[config.mk]
export PLATFORM = sky130hd
export DESIGN_NAME = light_monitor
export DESIGN_NICKNAME = d
export VERILOG_FILES = /design/src/rtl/light_mon_pkg.sv /design/src/rtl/lamp_track.sv /design/src/rtl/light_monitor.sv
export SDC_FILE = /design/constraint.sdc
export NUM_CORES = 1
export LEC_CHECK = 0
export CAP_MARGIN = 0
export CORE_UTILIZATION = 40
export DETAILED_ROUTE_END_ITERATION = 8
export PLACE_DENSITY_LB_ADDON = 0.3
export SETUP_SLACK_MARGIN = 0.4
export SYNTH_ARGS = -nofsm -noshare
export SYNTH_HDL_FRONTEND = slang
export SYNTH_SLANG_ARGS = --single-unit
[constraint.sdc]
create_clock -name clk -period 7.5 [get_ports clk]
set_clock_uncertainty 0.2 [all_clocks]
set_input_delay 0.75 -clock clk [delete_from_list [all_inputs] [get_ports clk]]
set_output_delay 0.75 -clock clk [all_outputs]
set_load 0.02 [all_outputs]
[src/rtl/light_mon_pkg.sv]
// Shared state, fault-code and lamp-encoding definitions for the traffic-light safety monitor.
package light_mon_pkg;

    typedef enum logic [1:0] {ST_ARM, ST_RUN, ST_FAULT} mon_state_e;

    localparam logic [2:0] FC_NONE     = 3'd0;
    localparam logic [2:0] FC_ONEHOT   = 3'd1;
    localparam logic [2:0] FC_CONFLICT = 3'd2;
    localparam logic [2:0] FC_ORDER    = 3'd3;
    localparam logic [2:0] FC_YSHORT   = 3'd4;
    localparam logic [2:0] FC_YLONG    = 3'd5;

    // Lamp vectors are packed {G, Y, R}.
    localparam logic [2:0] LAMP_G = 3'b100;
    localparam logic [2:0] LAMP_Y = 3'b010;
    localparam logic [2:0] LAMP_R = 3'b001;

    function automatic logic lamp_onehot(input logic [2:0] l);
        return (l == LAMP_G) || (l == LAMP_Y) || (l == LAMP_R);
    endfunction

    function automatic logic lamp_step_ok(input logic [2:0] prev, input logic [2:0] cur);
        return (cur == prev)
            || ((prev == LAMP_G) && (cur == LAMP_Y))
            || ((prev == LAMP_Y) && (cur == LAMP_R))
            || ((prev == LAMP_R) && (cur == LAMP_G));
    endfunction

endpackage

[src/rtl/lamp_track.sv]
// Per-road tracker: previous lamp state, encoding/order checks and the yellow-duration counter.
module lamp_track #(
    parameter int YEL_MIN = 2,
    parameter int YEL_MAX = 4
) (
    input  logic       clk,
    input  logic       reset_n,
    input  logic [2:0] lamps,
    input  logic       track_en,
    input  logic       ycnt_clr,
    output logic       onehot_err,
    output logic       order_err,
    output logic       yshort,
    output logic       ylong,
    output logic       r_to_g
);
    import light_mon_pkg::*;

    localparam logic [8:0] YMIN_LIM = 9'(YEL_MIN);
    localparam logic [8:0] YLONG_AT = 9'(YEL_MAX + 1);

    logic [2:0] prev_q, prev_d;
    logic [7:0] ycnt_q, ycnt_d, ycnt_inc;
    logic       is_y;

    function automatic logic [7:0] sat_inc8(input logic [7:0] v);
        return (v == 8'hFF) ? v : v + 8'd1;
    endfunction

    always_comb begin
        is_y     = (lamps == LAMP_Y);
        ycnt_inc = sat_inc8(ycnt_q);
        prev_d   = prev_q;
        ycnt_d   = ycnt_q;
        if (ycnt_clr) begin
            ycnt_d = 8'd0;
        end else if (track_en) begin
            prev_d = lamps;
            ycnt_d = is_y ? ycnt_inc : 8'd0;
        end

        onehot_err = !lamp_onehot(lamps);
        order_err  = !lamp_step_ok(prev_q, lamps);
        // ycnt_q already includes every yellow sample before this red one.
        yshort     = (prev_q == LAMP_Y) && (lamps == LAMP_R) && ({1'b0, ycnt_q} < YMIN_LIM);
        ylong      = is_y && ({1'b0, ycnt_inc} >= YLONG_AT);
        r_to_g     = (prev_q == LAMP_R) && (lamps == LAMP_G);
    end

    // Previous-lamp register is always recaptured in ARM before it is used.
    always_ff @(posedge clk) begin
        prev_q <= prev_d;
    end

    always_ff @(posedge clk) begin
        if (!reset_n) begin
            ycnt_q <= 8'd0;
        end else begin
            ycnt_q <= ycnt_d;
        end
    end

endmodule

[src/rtl/light_monitor.sv]
// Safety monitor for the two-road traffic-light controller: latches the first lamp violation
// and requests a flashing fail-safe; counts completed road-A cycles.
module light_monitor #(
    parameter int YEL_MIN   = 2,
    parameter int YEL_MAX   = 4,
    parameter int FLASH_DIV = 4
) (
    input  logic       clk,
    input  logic       reset_n,
    input  logic       Ga,
    input  logic       Ya,
    input  logic       Ra,
    input  logic       Gb,
    input  logic       Yb,
    input  logic       Rb,
    input  logic       clr,
    output logic       fault,
    output logic [2:0] fault_code,
    output logic       flash,
    output logic [7:0] cycles_done
);
    import light_mon_pkg::*;

    localparam int FW = (FLASH_DIV > 1) ? $clog2(FLASH_DIV) : 1;
    localparam logic [FW-1:0] FLASH_LAST = FW'(FLASH_DIV - 1);

    mon_state_e    state_q, state_d;
    logic          fault_q, fault_d;
    logic [2:0]    code_q, code_d;
    logic          flash_q, flash_d;
    logic [FW-1:0] fcnt_q, fcnt_d;
    logic [7:0]    cycles_q, cycles_d;

    logic       track_en, ycnt_clr;
    logic       onehot_a, order_a, yshort_a, ylong_a, r_to_g_a;
    logic       onehot_b, order_b, yshort_b, ylong_b, r_to_g_b_unused;
    logic       conflict;
    logic [2:0] viol_code;

    assign track_en = (state_q != ST_FAULT);

    lamp_track #(.YEL_MIN(YEL_MIN), .YEL_MAX(YEL_MAX)) u_track_a (
        .clk        (clk),
        .reset_n    (reset_n),
        .lamps      ({Ga, Ya, Ra}),
        .track_en   (track_en),
        .ycnt_clr   (ycnt_clr),
        .onehot_err (onehot_a),
        .order_err  (order_a),
        .yshort     (yshort_a),
        .ylong      (ylong_a),
        .r_to_g     (r_to_g_a)
    );

    lamp_track #(.YEL_MIN(YEL_MIN), .YEL_MAX(YEL_MAX)) u_track_b (
        .clk        (clk),
        .reset_n    (reset_n),
        .lamps      ({Gb, Yb, Rb}),
        .track_en   (track_en),
        .ycnt_clr   (ycnt_clr),
        .onehot_err (onehot_b),
        .order_err  (order_b),
        .yshort     (yshort_b),
        .ylong      (ylong_b),
        .r_to_g     (r_to_g_b_unused)
    );

    assign conflict = !Ra && !Rb;

    always_comb begin
        state_d   = state_q;
        fault_d   = fault_q;
        code_d    = code_q;
        flash_d   = flash_q;
        fcnt_d    = fcnt_q;
        cycles_d  = cycles_q;
        ycnt_clr  = 1'b0;
        viol_code = FC_NONE;

        // Lowest code wins; order/duration checks only once the previous lamps are trusted.
        if (onehot_a || onehot_b) begin
            viol_code = FC_ONEHOT;
        end else if (conflict) begin
            viol_code = FC_CONFLICT;
        end else if (state_q == ST_RUN) begin
            if (order_a || order_b) begin
                viol_code = FC_ORDER;
            end else if (yshort_a || yshort_b) begin
                viol_code = FC_YSHORT;
            end else if (ylong_a || ylong_b) begin
                viol_code = FC_YLONG;
            end
        end

        case (state_q)
            ST_ARM, ST_RUN: begin
                if (viol_code != FC_NONE) begin
                    state_d = ST_FAULT;
                    fault_d = 1'b1;
                    code_d  = viol_code;
                    flash_d = 1'b1;
                    fcnt_d  = '0;
                end else begin
                    state_d = ST_RUN;
                    if ((state_q == ST_RUN) && r_to_g_a) begin
                        cycles_d = cycles_q + 8'd1;
                    end
                end
            end
            ST_FAULT: begin
                if (clr) begin
                    state_d  = ST_ARM;
                    fault_d  = 1'b0;
                    code_d   = FC_NONE;
                    flash_d  = 1'b0;
                    fcnt_d   = '0;
                    ycnt_clr = 1'b1;
                end else if (fcnt_q == FLASH_LAST) begin
                    fcnt_d  = '0;
                    flash_d = !flash_q;
                end else begin
                    fcnt_d = fcnt_q + FW'(1);
                end
            end
            default: begin
                state_d = ST_ARM;
            end
        endcase
    end

    always_ff @(posedge clk) begin
        if (!reset_n) begin
            state_q  <= ST_ARM;
            fault_q  <= 1'b0;
            code_q   <= FC_NONE;
            flash_q  <= 1'b0;
            fcnt_q   <= '0;
            cycles_q <= 8'd0;
        end else begin
            state_q  <= state_d;
            fault_q  <= fault_d;
            code_q   <= code_d;
            flash_q  <= flash_d;
            fcnt_q   <= fcnt_d;
            cycles_q <= cycles_d;
        end
    end

    assign fault       = fault_q;
    assign fault_code  = code_q;
    assign flash       = flash_q;
    assign cycles_done = cycles_q;

endmodule

==> impl.org, run 1 <==
** Logic synthesis
- Counting instances in the post-synthesis netlist gives the leading cell types as sky130_fd_sc_hd__dfxtp_1, sky130_fd_sc_hd__nand2_1, sky130_fd_sc_hd__a21oi_1.
- Mapped Nets :: 301
- Most area-consuming cells after synthesis :: sky130_fd_sc_hd__dfxtp_1, sky130_fd_sc_hd__edfxtp_1, sky130_fd_sc_hd__a21oi_1
- Most common cell in the synthesized netlist :: sky130_fd_sc_hd__dfxtp_1
- Yosys printed 0 warnings.
- Post-Syn Area per Cell :: 8.207 um^2
- Count of flip-flops with a built-in enable after synthesis :: 6
- Synthesis-stage register bit count :: 39
- Of the post-synthesis cell area, the dominant cell type holds 27.95%.
- Yosys mapped the design onto 52 distinct sky130hd cell types.
- Synth Instances :: 288
- Async set or reset register ratio after synthesis :: 0%
- sky130_fd_sc_hd__dfxtp_1 takes more of the synthesized area than any other cell.
- Mapped Area :: 0.002364 mm^2
- In the synthesized netlist the dominant register cell turns out to be sky130_fd_sc_hd__dfxtp_1.
- Part of the Yosys area used for sequential elements :: 35.57%

** Hold path
- Cell depth of the worst hold path :: 1
- Hold path startpoint :: fault_code[1]
- Worst min-delay path category :: flip-flop to flip-flop
- For hold timing, the worst endpoint is fault_code[1].

** Critical path
- The endpoint identified for the worst register-to-register timing path is fcnt_q[1].
- The worst setup path is of the primary input to flip-flop kind.
- STA classifies the critical path endpoint as a flip-flop.
- Data on the critical path arrives at its endpoint at 3.34 ns.
- Startpoint of the most critical setup path :: Rb
- At the worst endpoint, the required time is 7.49 ns.
- R2R Path Start :: state_q[1]
- CP max FO :: 11
- Category of the worst setup path launch point :: primary input
- Depth of the worst register-to-register path :: 5
- R2R Setup Slk :: 4.52 ns

** Power and ir drop
- Power spread over the standard cell area amounts to 178.1 mW/mm^2.
- Maximum VDD drop :: 0.00007314 V
- Leak Pwr :: 0.9821 nW

** Timing
- Setup violations remaining at the end of the flow were counted as 0.
- Final Max Tran Viols :: 0
- RSZ-0062 raised after global routing :: false
- Slew HR :: 41.19%
- Based on the critical path, the design can be clocked at up to 0.2979 GHz.
- The number of hold violations in the final report was 0.
- For the final routed database, the setup TNS stands at 0 ns.
- Transition time at the pin with the least slew margin :: 0.8804 ns
- The worst path needs 3.357 ns of the cycle, external delays included.
- Share of the clock period used by the worst path after layout :: 44.76%
- Hold slack final :: 0.2664 ns

** Die
- The region available for standard cell placement spans 0.005608 mm^2.
- From left edge to right edge, the die measures 78.87 um.
- The initialized floorplan defines 27 standard-cell rows.
- From bottom edge to top edge, the die measures 78.87 um.
- For this design the top-level I/O count stands at 22.
- The die covers 0.006220 mm^2.
- Initial standard-cell utilization of the core :: 42.15%

** Finish
- Ratio of cells with drive above 1 in the final layout :: 6.689%
- Summing all flip-flop and latch instances after layout gives 840.8 um^2.
- Signed area change from the synthesized netlist to the final layout :: 15.09%
- The number of antenna diodes in the final layout is 0.
- Fill cell total of the finished layout :: 572
- Nets :: 311
- Count of non-filler cells in the finished layout :: 371
- In the final layout, the multi-input gates occupy 0.001421 mm^2.
- With fillers left out, the area of the finished cells amounts to 0.002720 mm^2.

** Routing
- For this block, wires on met1 add up to 2631 um.
- Routed signal wires occupy layers up through met4.
- Final Routed Wirelength :: 5424 um
- Using the TritonRoute via totals, the vias-per-cell ratio works out to 5.857.
- The detailed router finished its first iteration with 161 violations.
- After detailed routing, the average wire length per cell comes to 14.62 um.
- Summed over all nets, wire length on met2 after detailed routing comes to 2452 um.
- The detail route stage leaves a number of antenna-violating nets equal to 0.
- For this run, design rule violations remaining after detail routing come to 0.
- After detailed routing, the met3 layer carries 246 um of wire.
- DR pass1 iterations :: 4
- Vias after detailed routing :: 2,173

** Clock tree
- Once the clock tree was built, the setup fixing pass inserted 0 buffers.
- Post-CTS repair changed the size of 0 cells.
- The H-tree was split into 2 levels.
- Total of hold buffers inserted after clock tree synthesis :: 0
- The root buffer cell chosen for the clock tree is sky130_fd_sc_hd__clkbuf_8.
- After clock tree synthesis, the clock-pin slew on the worst setup and hold paths is 0.09 ns.
- The later pin in the worst-skew pair is clocked with a latency of 0.29 ns.
- CTS Buffer Depth :: 2
- The clock drives 39 sinks.
- TritonCTS clock tree :: built
- TritonCTS created 5 clock buffers.

** Global route
- Vias in the first global route :: 1,968
- Global routing finished with a remaining overflow of 0.
- Global-route total usage across every layer :: 18.29%
- Number of antenna violations at the first check in global routing :: 0
- Global-route wire length before repair :: 9073 um
- Entering global routing, the biggest net connects 27 pins.

** Run status
- The run finished with clean final reports.

** Run
- Max Cap Violations :: 0

** Place
- After detailed placement, the design holds a cell count of 363.
- The congestion estimate from routability-driven global placement came to 0.8188.
- Port buffering added 21 buffers.
- Detailed placement ended at an HPWL of 3777 um.
- Summing all placed instances gives a cell area of 0.002589 mm^2.
## power by group
group          internal [mW]  switching [mW]  leakage [nW]
registers              0.219         0.00814         0.327
logic                 0.0231          0.0336         0.592
clock network          0.119          0.0810        0.0626
total                  0.362           0.123         0.982
## worst max path at each step
| stage | endpoint | slack (ns) | cells after the start |
|---|---|---|---|
| 2_1_floorplan | state_q[1] | 4.55 | 7 |
| 3_3_place_gp | flash | 3.87 | 7 |
| 3_5_place_dp | cycles_done[7] | 3.85 | 8 |
| 4_1_cts | state_q[1] | 4.16 | 8 |
| 5_1_grt | cycles_done[6] | 3.86 | 7 |
| 6_report | state_q[1] | 4.14 | 7 |
## cells in the final DEF (no fill, tap or decap), drive strengths merged, types with 2 or more instances in the layout
cell / Yosys / routed
a211o: 3 / 3
a211oi: 3 / 3
a21o: 3 / 3
a21oi: 22 / 22
a22o: 2 / 2
a31oi: 6 / 6
a32oi: 2 / 2
a41oi: 3 / 3
and2: 4 / 4
and3: 7 / 7
buf: 7 / 2
clkbuf: 13 / 6
clkdlybuf4s50: 0 / 21
dfxtp: 33 / 33
edfxtp: 6 / 6
ha: 4 / 4
inv: 3 / 3
mux2i: 8 / 8
nand2: 25 / 25
nand2b: 7 / 7
nand3: 13 / 13
nand4: 13 / 13
nor2: 15 / 15
nor2b: 5 / 5
nor3: 21 / 21
nor3b: 3 / 3
nor4: 5 / 5
nor4b: 2 / 2
nor4bb: 3 / 3
o21ai: 16 / 16
o31ai: 5 / 5
or3: 3 / 3
xnor2: 5 / 5
xor2: 5 / 5
## critical path: stages
cell,delay (ns)
sky130_fd_sc_hd__clkdlybuf4s50_1,0.66
sky130_fd_sc_hd__nor4bb_1,0.37
sky130_fd_sc_hd__o21ai_0,0.16
sky130_fd_sc_hd__a22o_1,0.27
sky130_fd_sc_hd__or4_4,0.59
sky130_fd_sc_hd__or3_4,0.36
sky130_fd_sc_hd__and4_1,0.18
## through the flow
step | utilization (%) | total power, mW | setup WS [ns]
floorplan | - | 0.2698 | 4.553
global placement | 46.16 | 0.2879 | 3.872
detailed placement | 46.16 | 0.2886 | 3.848
CTS | 48.51 | 0.4885 | 4.164
global route | 48.51 | 0.5024 | 3.857
finish | 48.51 | 0.4846 | 4.143
## final cells by class
type | count | share of cell area, %
clock inverter | 2 | 1.380
clock buffer | 6 | 3.450
sequential | 39 | 30.91
inverter | 3 | 0.4140
timing repair buffer | 23 | 8.280
multi-input combinational | 226 | 52.25
tap | 72 | 3.312
## cell families (layout without fill, tap and decap cells)
group	Yosys count	in the layout	synth area share [%]
flip-flops	39	39	35.57
XOR/XNOR	10	10	3.705
multiplexers	8	8	3.388
AND/OR/NAND/NOR	132	132	30.92
buffers and inverters	23	34	4.288
AO/OA/AOI/OAI	72	72	20.01
adder cells (fa/ha/maj)	4	4	2.118
## state kept, by name (all words and copies together), names as in the netlist
| name | flops |
|---|---|
| cycles_done | 8 |
| u_track_a.ycnt_q | 8 |
| u_track_b.ycnt_q | 8 |
| fault_code | 3 |
| u_track_a.prev_q | 3 |
| u_track_b.prev_q | 3 |
| fcnt_q | 2 |
| state_q | 2 |
| fault | 1 |
| flash | 1 |
## per-layer routing
| metal | GRT usage (%) | up-vias |
|---|---|---|
| met5 | 0 | - |
| met4 | 8.727 | 0 |
| met3 | 3.218 | 7 |
| met2 | 28.43 | 54 |
| met1 | 24.47 | 1008 |
| li1 | - | 1104 |
Power figures use the tool's default switching activity.
==> run 2, diff against run 1 <==
Clock period 7.5 ns to 3.1 ns, I/O delays scaled along.
==> impl.org, run 2 (synthesis results as in run 1) <==
** Timing
- The number of hold violations in the final report is 0.
- Dividing the final minimum period by the clock period gives 84.53%.
- Timing would allow up to 0.3816 GHz.
- Setup Viol. Count Final :: 0
- In the post-route analysis, the smallest setup slack over all paths is 0.4796 ns.
- Total negative setup slack :: 0 ns
- Setup repair after global routing could not meet its margin everywhere.
- Transition time at the pin with the least slew margin :: 0.4392 ns
- In this run the tightest slew margin relative to its limit is 70.34%.
- Counting I/O delays and the setup requirement, the final critical path takes 2.620 ns.
- The max-slew violation count came to 0.

** Critical path
- CP max FO :: 5
- The worst setup path is captured at a flip-flop.
- At the worst endpoint, the required time is 3.11 ns.
- The worst setup path is of the flip-flop to flip-flop kind.
- Worst path arrival time :: 2.63 ns
- STA classifies the critical path startpoint as a flip-flop.

** Clock tree
- TritonCTS clock tree :: built
- Cell at the root of the clock tree :: sky130_fd_sc_hd__clkbuf_8
- Total of hold buffers inserted after clock tree synthesis :: 0
- The later pin in the worst-skew pair is clocked with a latency of 0.31 ns.
- Clock-pin slew was measured on the worst setup and hold paths at 0.08 ns.
- Postcts setup bufs :: 0
- The number of clock buffers added by TritonCTS is 5.
- CTS Buffer Depth :: 2
- The H-tree was split into 2 levels.
- TritonCTS Sinks :: 39

** Die
- Die span in x :: 78.87 um
- Pin placement for this block handled 22 I/O pins.
- Measured along the y axis, the die boundary spans 78.87 um.
- Number of cell rows :: 27
- For this configuration, the core starts out at a cell density of 42.15%.
- The core region is 0.005608 mm^2.
- Die ar. :: 0.006220 mm^2

** Finish
- Of the cells placed in the final design, the portion with a size suffix greater than 1 is 16.19%.
- The library cell used most frequently in the layout, excluding fill and tap cells, is sky130_fd_sc_hd__dfxtp_1.
- The repair_antennas step left the layout with diodes totalling 0.
- Relative to the synthesized area, the layout overhead comes to 23.88%.
- Excluding fillers, the count of instances in the completed layout stands at 387.
- The library cells used most frequently in the layout, excluding fill and tap cells, are sky130_fd_sc_hd__dfxtp_1, sky130_fd_sc_hd__nand2_1, sky130_fd_sc_hd__a21oi_1.
- The filler cells instantiated in the layout total 514.
- After routing the design area is 0.002928 mm^2.
- Nets :: 327

** Run status
- The run finished with clean final reports.

** Global route
- Vias in the first global route :: 1,959
- Residual overflow from global routing :: 0
- Entering global routing, the biggest net connects 18 pins.
- Global-route wire length before repair :: 9121 um
- The number of antenna violations at the first check in global routing was 0.
- Global-route total usage across every layer :: 18.56%

** Power and ir drop
- Maximum VDD drop :: 0.0002009 V
- In this run the power density over the cells is 391.7 mW/mm^2.
- Summed over all cells, the static leakage comes to 1.102 nW.

** Place
- After legalization and detailed placement, the total HPWL measured 3859 um.
- IO Port Bufs :: 21
- Number of cells in the design after placement :: 379
- Pre-CTS WS :: 0.08509 ns
- Routability-driven placement finished with a final weighted congestion of 0.8544.
- Summing all placed instances gives a cell area of 0.002711 mm^2.

** Routing
- For this run, design rule violations remaining after detail routing come to 0.
- Dividing the detail-routed wire length by the instance count gives 14.47 um.
- Vias after detailed routing :: 2,230
- Count of nets left with antenna violations after detail routing :: 0
- The first routing iteration left 147 violations.
- Average vias per placed instance :: 5.762
- Before antenna repair, the detailed router went through 4 iterations.
- Final Routed Wirelength :: 5598 um

** Hold path
- Worst min-delay path category :: primary input to flip-flop

** Run
- Max Cap Violations :: 0
## run 2: final timing paths
kind	start	to	slack, ns	cells past startpoint
max reg2reg	u_track_b.ycnt_q[0]	state_q[1]	0.48	8
min reg2reg	fault_code[2]	fault_code[2]	0.28	1
max	u_track_b.ycnt_q[0]	state_q[1]	0.48	8
min	Ra	u_track_a.prev_q[0]	0.15	1
## run 2: layout make-up
cell class,instances,area (um^2),share of cell area (%)
clock inverter,3,43.79,1.496
tap,72,90.09,3.077
sequential,39,847.1,28.93
inverter,3,11.26,0.3846
clock buffer,5,68.82,2.350
timing repair buffer,39,354.1,12.09
multi-input combinational,226,1513,51.67
## run 2: worst max-delay path, stage by stage, from the launching register on
cell and delay (ns):
sky130_fd_sc_hd__dfxtp_2 0.39, sky130_fd_sc_hd__ha_4 0.21, sky130_fd_sc_hd__nor2b_1 0.11, sky130_fd_sc_hd__nor3_1 0.07
sky130_fd_sc_hd__o21a_1 0.17, sky130_fd_sc_hd__a211o_1 0.30, sky130_fd_sc_hd__or4_4 0.53, sky130_fd_sc_hd__or3_4 0.36
sky130_fd_sc_hd__and4_1 0.18
## run 2: per-stage QoR
step	total power, mW	hold slack (ns)	utilization, %
2_1_floorplan	0.6527	0.2089	-
3_3_place_gp	0.7131	0.2508	48.35
3_5_place_dp	0.7140	0.2556	48.35
4_1_cts	1.143	0.2240	50.51
5_1_grt	1.197	0.1716	52.21
6_report	1.147	0.1466	52.21
## run 2: routing by layer
layer,routed length (um),vias up,GRT usage [%]
met2,2516,57,27.30
met1,2722,1019,25.74
li1,-,1145,-
met4,104,0,8.364
met3,256,9,4.138
met5,0,-,0
## run 2: timing repair
action	in CTS	in global routing
resized for setup	6	19
setup endpoints to repair	4	13
pin swaps	1	1
cloned	0	0
## run 2: power by group
part | internal (mW) | switching (mW)
combinational | 0.0731 | 0.0863
sequential | 0.531 | 0.0226
clock | 0.240 | 0.194
==> run 3, diff against run 2 <==
Clock period 3.1 ns to 2.1 ns, I/O delays scaled along.
==> impl.org, run 3 (synthesis results as in run 1) <==
** Place
- Counting tap cells, the placed design contains a total of 430 instances.
- IO Port Bufs :: 21
- At the end of routability-driven placement, the weighted congestion stood at 0.8748.
- After legalization and detailed placement, the total HPWL measured 4483 um.
- At the placement stage, the worst setup path has a slack of -0.8251 ns.

** Die
- Die ar. :: 0.006220 mm^2
- Vertical extent of the die :: 78.87 um
- The initial utilization of the core area, before any placement, comes to 42.15%.
- Top-level port count :: 22
- The region available for standard cell placement spans 0.005608 mm^2.
- Die span in x :: 78.87 um
- Number of cell rows :: 27

** Power and ir drop
- Leak Pwr :: 1.544 nW
- Net switching is 26.91% of the power.
- The clock network accounts for 36.0% of the total power.
- Net switching component of the power :: 0.4727 mW
- IR analysis of the VDD net gives a maximum drop of 0.0002919 V.
- Design Power :: 1.757 mW
- Int Pwr :: 1.284 mW
- Sequential share of power :: 45.8%
- Areal power density over the cells :: 481.9 mW/mm^2
- Per report_power, the combinational group accounts for 18.2% of the total.

** Finish
- The repair_antennas step left the layout with diodes totalling 0.
- Most used cells in the layout excluding fill and tap cells :: sky130_fd_sc_hd__buf_4, sky130_fd_sc_hd__dfxtp_1, sky130_fd_sc_hd__nand2_1
- Post-layout utilization of the core :: 65.02%
- The library cell used most frequently in the layout, excluding fill and tap cells, is sky130_fd_sc_hd__buf_4.
- Compared with the post-synthesis result, the final layout area differs by 54.26%.
- After the last flow step, the layout net total stands at 390.
- Count of non-filler cells in the finished layout :: 450
- Of the cells placed in the final design, the portion with a size suffix greater than 1 is 38.10%.

** Timing
- Setup violations remaining at the end of the flow were counted as 17.
- Transition time at the pin with the least slew margin :: 0.4038 ns
- Setup WS post-layout :: -0.4908 ns
- Slew HR :: 72.83%
- Setup repair after global routing could not meet its margin everywhere.
- Achievable frequency :: 0.3860 GHz
- Hold Vio Cnt, Final :: 0
- Share of the clock period used by the worst path after layout :: 123.4%
- The worst path in the final design needs a cycle of 2.591 ns, including I/O delays and setup.
- Final Max Tran Viols :: 0

** Critical path
- The worst setup path is captured at a flip-flop.
- The worst register-to-register path ends at state_q[1].
- In this run the worst setup path begins at u_track_b.prev_q[2].
- Critical path data required time :: 2.09 ns
- The worst setup path is launched from a flip-flop.
- At the worst endpoint, the arrival time is 2.59 ns.
- By startpoint and endpoint, the worst setup path is classified as flip-flop to flip-flop.
- The worst register-to-register path begins at u_track_b.prev_q[2].
- Last element of the critical path :: state_q[1]
- R2R Setup Slk :: -0.49 ns
- In this run the worst path has a maximum fanout of 3.
- For the worst flop-to-flop path, the logic depth is 7.

** Routing
- Once detail routing completed, the nets flagged for antenna violations numbered 0.
- After detailed routing, the total wire length is 6984 um.
- Vias after detailed routing :: 2,527
- Post-route DRC violation count :: 0
- First-iteration detailed-routing DRC count :: 115
- After detailed routing, the average wire length per cell comes to 15.52 um.
- After detailed routing, the number of vias per cell comes to 5.616.
- DR pass1 iterations :: 4

** Run status
- Run status :: finished with violations
- The checks that failed: negative setup slack.

** Clock tree
- TritonCTS Sinks :: 39
- In this run, CTS created clock tree buffers numbering 5.
- CTS H-tree lvls :: 2
- Clock latency on the worst-skew pair :: 0.29 ns
- TritonCTS clock tree :: built
- No sink is reached through more buffers than the 2 on the longest clock path.
- After clock tree synthesis, the clock-pin slew on the worst setup and hold paths is 0.08 ns.
- The cell sitting at the root of the clock tree is a sky130_fd_sc_hd__clkbuf_8.

** Global route
- Global routing used 22.76% of the available tracks across all layers.
- Vias in the first global route :: 2,460
- The total overflow left after global routing is 0.
- Maximum number of pins on one net before global-route repair :: 16
- The number of antenna violations at the first check in global routing is 0.
- The first global-routing pass estimated 11,270 um of wire.

** Run
- Max Cap Violations :: 0

** Hold path
- The tightest min-delay check is of the primary input to flip-flop type.
## run 3: cell count changes in the layout (fill, tap and decap cells not counted), moves of 8 or more
cell	change
sky130_fd_sc_hd__buf_6	+12
sky130_fd_sc_hd__clkdlybuf4s50_1	-12
sky130_fd_sc_hd__dlygate4sd2_1	+11
sky130_fd_sc_hd__buf_4	+51
sky130_fd_sc_hd__a21oi_1	-8
sky130_fd_sc_hd__a21oi_2	+8
## run 3: layout make-up
class | count | area, um^2
well taps | 72 | 90.09
multi-input cells | 226 | 1719
fillers | 472 | 1962
inverters | 3 | 11.26
flip-flops and latches | 39 | 854.6
clock inverters | 3 | 43.79
clock buffers | 5 | 68.82
repair buffers | 102 | 858.3
## run 3: how the worst min path moves through the flow
stage | endpoint | start | slack [ns] | cells after the start
detailed placement | fault_code[1] | fault_code[1] | 0.27 | 1
global route | u_track_a.prev_q[1] | Ya | 0.18 | 1
floorplan | u_track_a.prev_q[0] | Ra | 0.11 | 0
finish | u_track_a.prev_q[1] | Ya | 0.19 | 1
CTS | u_track_a.prev_q[1] | Ya | 0.16 | 1
global placement | fault_code[2] | fault_code[2] | 0.25 | 1
## run 3: what timing repair did
action,in CTS,in global routing
gates resized for setup,52,40
setup endpoints to repair,34,34
pin swaps,30,16
setup buffers,10,2
hold buffers,0,0
## run 3: critical path: stages, from the launching register on
cell                       delay, ns
sky130_fd_sc_hd__edfxtp_1       0.44
sky130_fd_sc_hd__buf_4          0.16
sky130_fd_sc_hd__nor4bb_2       0.23
sky130_fd_sc_hd__o21ai_1        0.10
sky130_fd_sc_hd__a22o_1         0.24
sky130_fd_sc_hd__or4_4          0.57
sky130_fd_sc_hd__or3_4          0.39
sky130_fd_sc_hd__and4_1         0.15
## run 3: layer usage
layer | wire length, um | GRT usage (%) | vias to the layer above
li1 | - | - | 1269
met1 | 3150 | 28.35 | 1203
met2 | 3515 | 39.91 | 44
met3 | 213 | 4.023 | 11
met4 | 104 | 6.727 | 0
met5 | 0 | 0 | -
## run 3: power by group through the flow
stage                     clock network [mW]  logic [mW]  registers, mW
after floorplan                            0       0.140          0.828
after global placement                     0       0.266          0.821
after detailed placement                   0       0.271          0.822
after CTS                              0.650       0.296          0.806
after global routing                   0.690       0.342          0.808
final                                  0.633       0.319          0.805
## run 3: per-stage QoR
stage               area, um^2  TNS [ns]  hold slack, ns
floorplan                 2409    -4.895          0.1089
global placement          3131    -10.35          0.2510
detailed placement        3131    -11.48          0.2653
CTS                       3468    -4.018          0.1642
global route              3646    -6.956          0.1751
finish                    3646    -5.649          0.1860
